<file path="config.mk">
export PLATFORM = sky130hd
export DESIGN_NAME = debounce_timer_arbiter
export DESIGN_NICKNAME = d
export VERILOG_FILES = /design/src/rtl/debounce_timer_arbiter.sv
export SDC_FILE = /design/constraint.sdc
export NUM_CORES = 1
export LEC_CHECK = 0
export ABC_AREA = 1
export ABC_CLOCK_PERIOD_IN_PS = 2200
export BUFFER_PORTS_ARGS = -buffer_cell sky130_fd_sc_hd__buf_2
export CAP_MARGIN = 20
export CORE_MARGIN = 2
export CORE_UTILIZATION = 57
export CTS_CLUSTER_DIAMETER = 200
export DETAILED_ROUTE_END_ITERATION = 6
export PLACE_DENSITY = 0.86
export SYNTH_ARGS = -nofsm -noshare
export SYNTH_HDL_FRONTEND = slang
export SYNTH_SLANG_ARGS = --single-unit
</file>
<file path="constraint.sdc">
create_clock -name CLK -period 2.2 [get_ports CLK]
set_input_delay 0.11 -clock CLK [delete_from_list [all_inputs] [get_ports CLK]]
set_output_delay 0.11 -clock CLK [all_outputs]
set_load 0.005 [all_outputs]
</file>
<file path="src/rtl/debounce_timer_arbiter.sv">
// rtl/debounce_timer_arbiter.sv - multi-channel debouncer sharing one delay timer round-robin
module debounce_timer_arbiter #(
  parameter int NUM_CH  = 4,
  parameter int DELAY   = 100,
  parameter int CNT_W   = 8,
  parameter int PTR_W   = 2,
  parameter bit RST_VAL = 1'b0
) (
  input  logic              CLK,
  input  logic              RST,
  input  logic [NUM_CH-1:0] sync_in,
  output logic [NUM_CH-1:0] deb_out,
  output logic [NUM_CH-1:0] change_pulse,
  output logic              busy,
  output logic [PTR_W-1:0]  grant_ch
);

  localparam logic [0:0] ST_IDLE = 1'b0;
  localparam logic [0:0] ST_RUN  = 1'b1;

  logic [0:0]        state;
  logic [PTR_W-1:0]  rr_ptr;
  logic [CNT_W-1:0]  count;
  logic [NUM_CH-1:0] req;
  logic              pick_valid;
  logic [PTR_W-1:0]  pick_idx;
  logic [PTR_W-1:0]  scan_idx;

  // Channel index plus one, wrapping at NUM_CH rather than at 2^PTR_W.
  function automatic logic [PTR_W-1:0] next_idx(input logic [PTR_W-1:0] i);
    if (int'(i) >= NUM_CH - 1) return '0;
    else return i + PTR_W'(1);
  endfunction

  // A channel wants the timer whenever its input disagrees with its debounced output.
  assign req = sync_in ^ deb_out;

  // Round-robin pick: first requester scanning upward from rr_ptr.
  always_comb begin
    pick_valid = 1'b0;
    pick_idx   = '0;
    scan_idx   = rr_ptr;
    for (int k = 0; k < NUM_CH; k++) begin
      if (!pick_valid && req[scan_idx]) begin
        pick_valid = 1'b1;
        pick_idx   = scan_idx;
      end
      scan_idx = next_idx(scan_idx);
    end
  end

  // Timer ownership FSM: grant in IDLE, then abort, complete or count in RUN.
  always_ff @(posedge CLK) begin
    if (RST) begin
      deb_out      <= {NUM_CH{RST_VAL}};
      change_pulse <= '0;
      busy         <= 1'b0;
      grant_ch     <= '0;
      rr_ptr       <= '0;
      count        <= '0;
      state        <= ST_IDLE;
    end else begin
      change_pulse <= '0;
      if (state == ST_IDLE) begin
        if (pick_valid) begin
          grant_ch <= pick_idx;
          count    <= '0;
          busy     <= 1'b1;
          state    <= ST_RUN;
        end
      end else begin
        if (!req[grant_ch]) begin
          // Input bounced back before the delay elapsed; drop the attempt.
          state  <= ST_IDLE;
          busy   <= 1'b0;
          rr_ptr <= next_idx(grant_ch);
        end else if (count == CNT_W'(DELAY - 1)) begin
          deb_out[grant_ch]      <= sync_in[grant_ch];
          change_pulse[grant_ch] <= 1'b1;
          state                  <= ST_IDLE;
          busy                   <= 1'b0;
          rr_ptr                 <= next_idx(grant_ch);
        end else begin
          count <= count + CNT_W'(1);
        end
      end
    end
  end

endmodule

</file>
Yosys cells after proc, flatten, opt, wreduce, memory -nomap -nowiden
Cells that the tools add are included.
{ "totals": {"wordCells": 86, "in_bits": 6, "out_inout_bits": 11, "regBits": 22} }
{ "op_classes": {"bitwise": 4, "n_lt_le_gt_ge": 10, "addsub": 5, "eq_ne": 5, "muxes": 41, "reduce_logical": 14} }
{ "op_table": {"columns": ["cell", "n"], "rows": [
  ["$mux W8", 4],
  ["$mux W2", 10],
  ["$mux W1", 19],
  ["$lt A2 B3 Y1 const B", 5],
  ["$bmux W1 S2", 6],
  ["$add A2 B1 Y2 const B", 4],
  ["$add A8 B1 Y8 const B", 1],
  ["$eq A8 B7 Y1 const B", 1],
  ["$ge A2 B2 Y1 const B", 4],
  ["$reduce_and A2 Y1", 3],
  ["$reduce_and A3 Y1", 2],
  ["$bwmux W4", 1],
  ["$logic_and A1 B1 Y1", 4],
  ["$ne A2 B1 Y1 const B", 2],
  ["$reduce_or A4 Y1", 1],
  ["$xor A4 B4 Y4", 1],
  ["$logic_not A1 Y1", 3],
  ["$ne A3 B2 Y1 const B", 1],
  ["$not A1 Y1", 3],
  ["$demux W1 S2", 1],
  ["$ge A2 B1 Y1 const B", 1],
  ["$ne A2 B2 Y1 const B", 1],
  ["$reduce_bool A2 Y1", 1]
]} }

Depth between registers and ports, before layout
{ "depth": {"word_depth": 15, "mapped_depth": 12, "ltp_nobuf": 12} }

Least setup slack after synthesis
OpenSTA, ideal clock, no wires.
{ "synth_path": {"path_type": "flip-flop to flip-flop", "startpoint": "reg rr_ptr[0]", "endpoint": "reg count[3]", "t_arrival_ps": 1591, "n_path_buf": 0, "synth_period_minus_slack_ps": 1724, "path_stages_with_launch": 11, "setup_time_ps": 132, "slack_ps": 476, "required_time_ps": 2068, "path_cell_list": "dfxtp_1 ha_1 inv_2 nor2_4 nor2_2 nand2_1 nand3_1 nor2_2 nand3_2 nand3_1 a21oi_1"} }
{ "synth_between": {"elab_chain_len": 14, "word_cells_on_any_way": 29, "classes_between": "add/sub (3); order compare (3); mux (15); reduce/logical (8)"} }
{ "synth_lines": {"columns": ["element", "line", "source"], "rows": [
  ["start: declaration", "22", "logic [PTR_W-1:0] rr_ptr;"],
  ["start signal: assignment", "76", "rr_ptr <= next_idx(grant_ch);"],
  ["start signal: assignment", "82", "rr_ptr <= next_idx(grant_ch);"],
  ["branches (longest 11 deep; another with $add A2 B1 Y2)", null, null],
  ["$mux W1 (*)", "44", "if (!pick_valid && req[scan_idx]) begin"],
  ["$reduce_bool A2 Y1 (no source line) (*)", null, null],
  ["$reduce_and A3 Y1 (no source line) (*)", null, null],
  ["end signal: assignment", "84", "count <= count + CNT_W'(1);"],
  ["end: declaration", "23", "logic [CNT_W-1:0] count;"]
]} }
Every way passes the cells marked *. The select of a mux whose other input is x is not followed.
A chain may end at the register's enable or synchronous reset.

Worst setup path in the final report
Same ends and word-level chain as after synthesis.

==> flow_summary_export.csv <==
group,metric,value,unit
worst_setup_path,crit_slowest_cell,"ha_1",
clock_tree,postCtsSetupRepairBufs,0,
worst_setup_path,crit_arrival,2.17,ns
clock_tree,cts_buffers,3,
worst_setup_path,end_kind,"flop",
die,io_pins,17,
detailed_routing,drt-vias-per-instance,5.61,
logic_synthesis,async_flop_share,0,
placement,portBuffers,16,
worst_setup_path,start_kind,"flop",
detailed_routing,vias,1464,
timing,finalHoldViolCount,0,
run,drv_cap,0,
logic_synthesis,syn_inst,215,
die,die_w,54.0,um
pwr,swShare,0.499,
clock_tree,clk_path_buf_depth,2,
timing,slew_viol_final,0,
logic_synthesis,ys_types,27,
status,status,"finished clean",
worst_hold_path,hold_path.class,"input pin to flop",
logic_synthesis,syn_area_per_cell,6.64,um2
clock_tree,clkLatencyLatePin,0.32,ns
die,die-area,2920,um2
timing,relSlewSlack,0.722,
detailed_routing,drt-total-wl,3160,um
placement,placed_cell_area,1530,um2
global_route,grt_usage,0.233,
clock_tree,cts-hold-fix-buffers,0,
cells_and_area,num_antenna_cells,0,
timing,finalCriticalPeriod,1.96,ns
logic_synthesis,ys_warn_count,0,
timing,setup_violations,0,
clock_tree,htree_levels,1,
cells_and_area,fillers,229,
timing,fin_skew,0.00422,ns
timing,post-route-period-util,0.891,
worst_setup_path,crit_chain,"ha_1 -> inv_2 -> nor2_4 -> nor2_2 -> nand2_1 -> nand3_1 -> nor2_2 -> nand3_2 -> nand3_1 -> a21oi_1",
pwr,ir_drop,0.851,mV
placement,place_congestion,0.833,
logic_synthesis,ys_seq_elements,22,
worst_setup_path,required,2.41,ns
logic_synthesis,synth-edff-count,0,
pwr,p_total,1.59,mW
pwr,pwr-share-comb,0.549,
timing,rsz0062_at_grt,"false",
cells_and_area,design_area,1550,um2
worst_setup_path,worstPathMaxFanout,7,
pwr,leakage,0.695,nW
worst_setup_path,criticalPathCategory,"flop to flop",
detailed_routing,first_pass_iters,4,
global_route,grt_pass1_wl,5060,um
cells_and_area,syn2layout_area_growth,8.41,%
global_route,overflow,0,
logic_synthesis,syn_area,1430,um2
timing,clock.fmax,0.510,GHz
pwr,p_int,0.795,mW
placement,dp_hpwl,2390,um
die,die_h,54.0,um
logic_synthesis,yosysTopAreaCell,"dfxtp_1",
logic_synthesis,synthTopCellsByArea,"dfxtp_1 (31%), nand3_1 (15%), nand2_1 (13%)",
pwr,p_switching,0.790,mW
pwr,clkPwrFrac,0.121,
logic_synthesis,synth_top_area_frac,0.309,
timing,tightest_slew,0.416,ns
detailed_routing,drc,0,
detailed_routing,drt-initial-drc-count,92,
placement,dp_slack,0.272,ns
detailed_routing,wl_per_cell,12.1,um
clock_tree,clkSinkCount,22,
timing,timing.final.ws_setup,0.239,ns
logic_synthesis,yosys.cell_count.top_type,"nand2_1",
pwr,power.density,1020,nW/um2
logic_synthesis,syn_nets,227,
die,start_util,0.587,
die,placementRows,18,
clock_tree,clkSlewWorstSetupHoldPaths,0.12,ns
clock_tree,cts_tree,"built",
logic_synthesis,seq_area_frac_synth,0.309,
clock_tree,post_cts_resized,0,
timing,fin_hold_ws,0.126,ns
logic_synthesis,ys.flop_type,"dfxtp_1",
global_route,antenna_found_initial,0,
die,core,2430,um2
clock_tree,cts_root_buf,"clkbuf_4",
worst_setup_path,slowest_delay,0.45,ns
global_route,grt_pass1_vias,1218,
detailed_routing,ant_nets,0,
cells_and_area,nNetsFinal,245,
logic_synthesis,synth_top_cells_by_count,"nand2_1 (48), nand3_1 (43), dfxtp_1 (22), inv_1 (19), nor2_1 (19)",
pwr,seq_power_share,0.331,
global_route,grt_max_degree,16,
cells_and_area,layout-drive-gt1-share,0.156,
timing,tns,0,ns
layer usage:
| layer | part of all wire | track usage | up-vias | routed length, um |
|---|---|---|---|---|
| li1 | - | - | 752 | - |
| met1 | 0.48 | 0.325 | 666 | 1520 |
| met2 | 0.46 | 0.378 | 39 | 1450 |
| met3 | 0.044 | 0.0167 | 7 | 140 |
| met4 | 0.017 | 0.0792 | 0 | 53 |
| met5 | 0 | 0 | - | 0 |
cell usage in the layout, fill, tap and decap left out, types with 3 or more instances in the layout:
cell       n
nor2_1    19
nand2_1   48
ha_1       6
inv_1     19
dfxtp_1   22
nand2_2    4
buf_2     16
a21oi_1   17
o21ai_0    8
nand3_1   43
xor2_1     3
clkbuf_4   3
nor2_2     3
area by class of cell:
type | instances | area (um2) | share of cell area
clock buffers | 3 | 22.5 | 0.0146
inverters | 23 | 86.3 | 0.0558
multi-input cells | 167 | 881 | 0.569
flip-flops and latches | 22 | 440 | 0.285
well taps | 30 | 37.5 | 0.0243
repair buffers | 16 | 80.1 | 0.0517
cells by family after synthesis:
family | count (synthesis) | synth area share
adders and majority gates | 6 | 0.0526
AOI/OAI and AO/OA | 30 | 0.121
xor gates and xnor gates | 5 | 0.0307
DFF | 22 | 0.308
buffers and inverters | 26 | 0.0745
and+or+nand+nor | 126 | 0.413
path summary, 6_finish.rpt:
| kind | from | cells past startpoint | slack (ns) | endpoint |
|---|---|---|---|---|
| setup reg to reg | rr_ptr[0]$_SDFFE_PP0P_ | 10 | 0.24 | count[3]$_SDFFE_PP0P_ |
| hold / removal | RST | 2 | 0.13 | count[6]$_SDFFE_PP0P_ |
| hold reg to reg | busy$_SDFFE_PP0P_ | 2 | 0.51 | busy$_SDFFE_PP0P_ |
| setup / recovery | rr_ptr[0]$_SDFFE_PP0P_ | 10 | 0.24 | count[3]$_SDFFE_PP0P_ |
metrics by stage:
| stage | std cells | utilization |
|---|---|---|
| 2_1_floorplan | 215 | - |
| 3_3_place_gp | 258 | 0.627 |
| 3_5_place_dp | 258 | 0.627 |
| 4_1_cts | 261 | 0.636 |
| 5_1_grt | 261 | 0.636 |
| 6_report | 261 | 0.636 |
power by group through the flow:
stage | logic [mW] | clock network (mW) | registers (mW)
after floorplan | 0.704 | 0 | 0.520
after global placement | 0.840 | 0 | 0.530
after detailed placement | 0.857 | 0 | 0.533
after CTS | 0.861 | 0.192 | 0.524
after global routing | 0.973 | 0.200 | 0.530
final | 0.870 | 0.191 | 0.524
state kept, by name, indices dropped and copies added (netlist names):
signal        flops
busy              1
change_pulse      4
count             8
deb_out           4
grant_ch          2
rr_ptr            2
state             1
worst max-delay path, delay by kind of cell, from the launching register on:
kind | cells | cell delay (ns)
buffers and inverters | 1 | 0.10
AO/OA/AOI/OAI | 1 | 0.08
flip-flops | 1 | 0.40
adder cells (fa/ha/maj) | 1 | 0.45
AND/OR/NAND/NOR | 7 | 0.82
No activity file was read; power rests on OpenSTA's default activity.
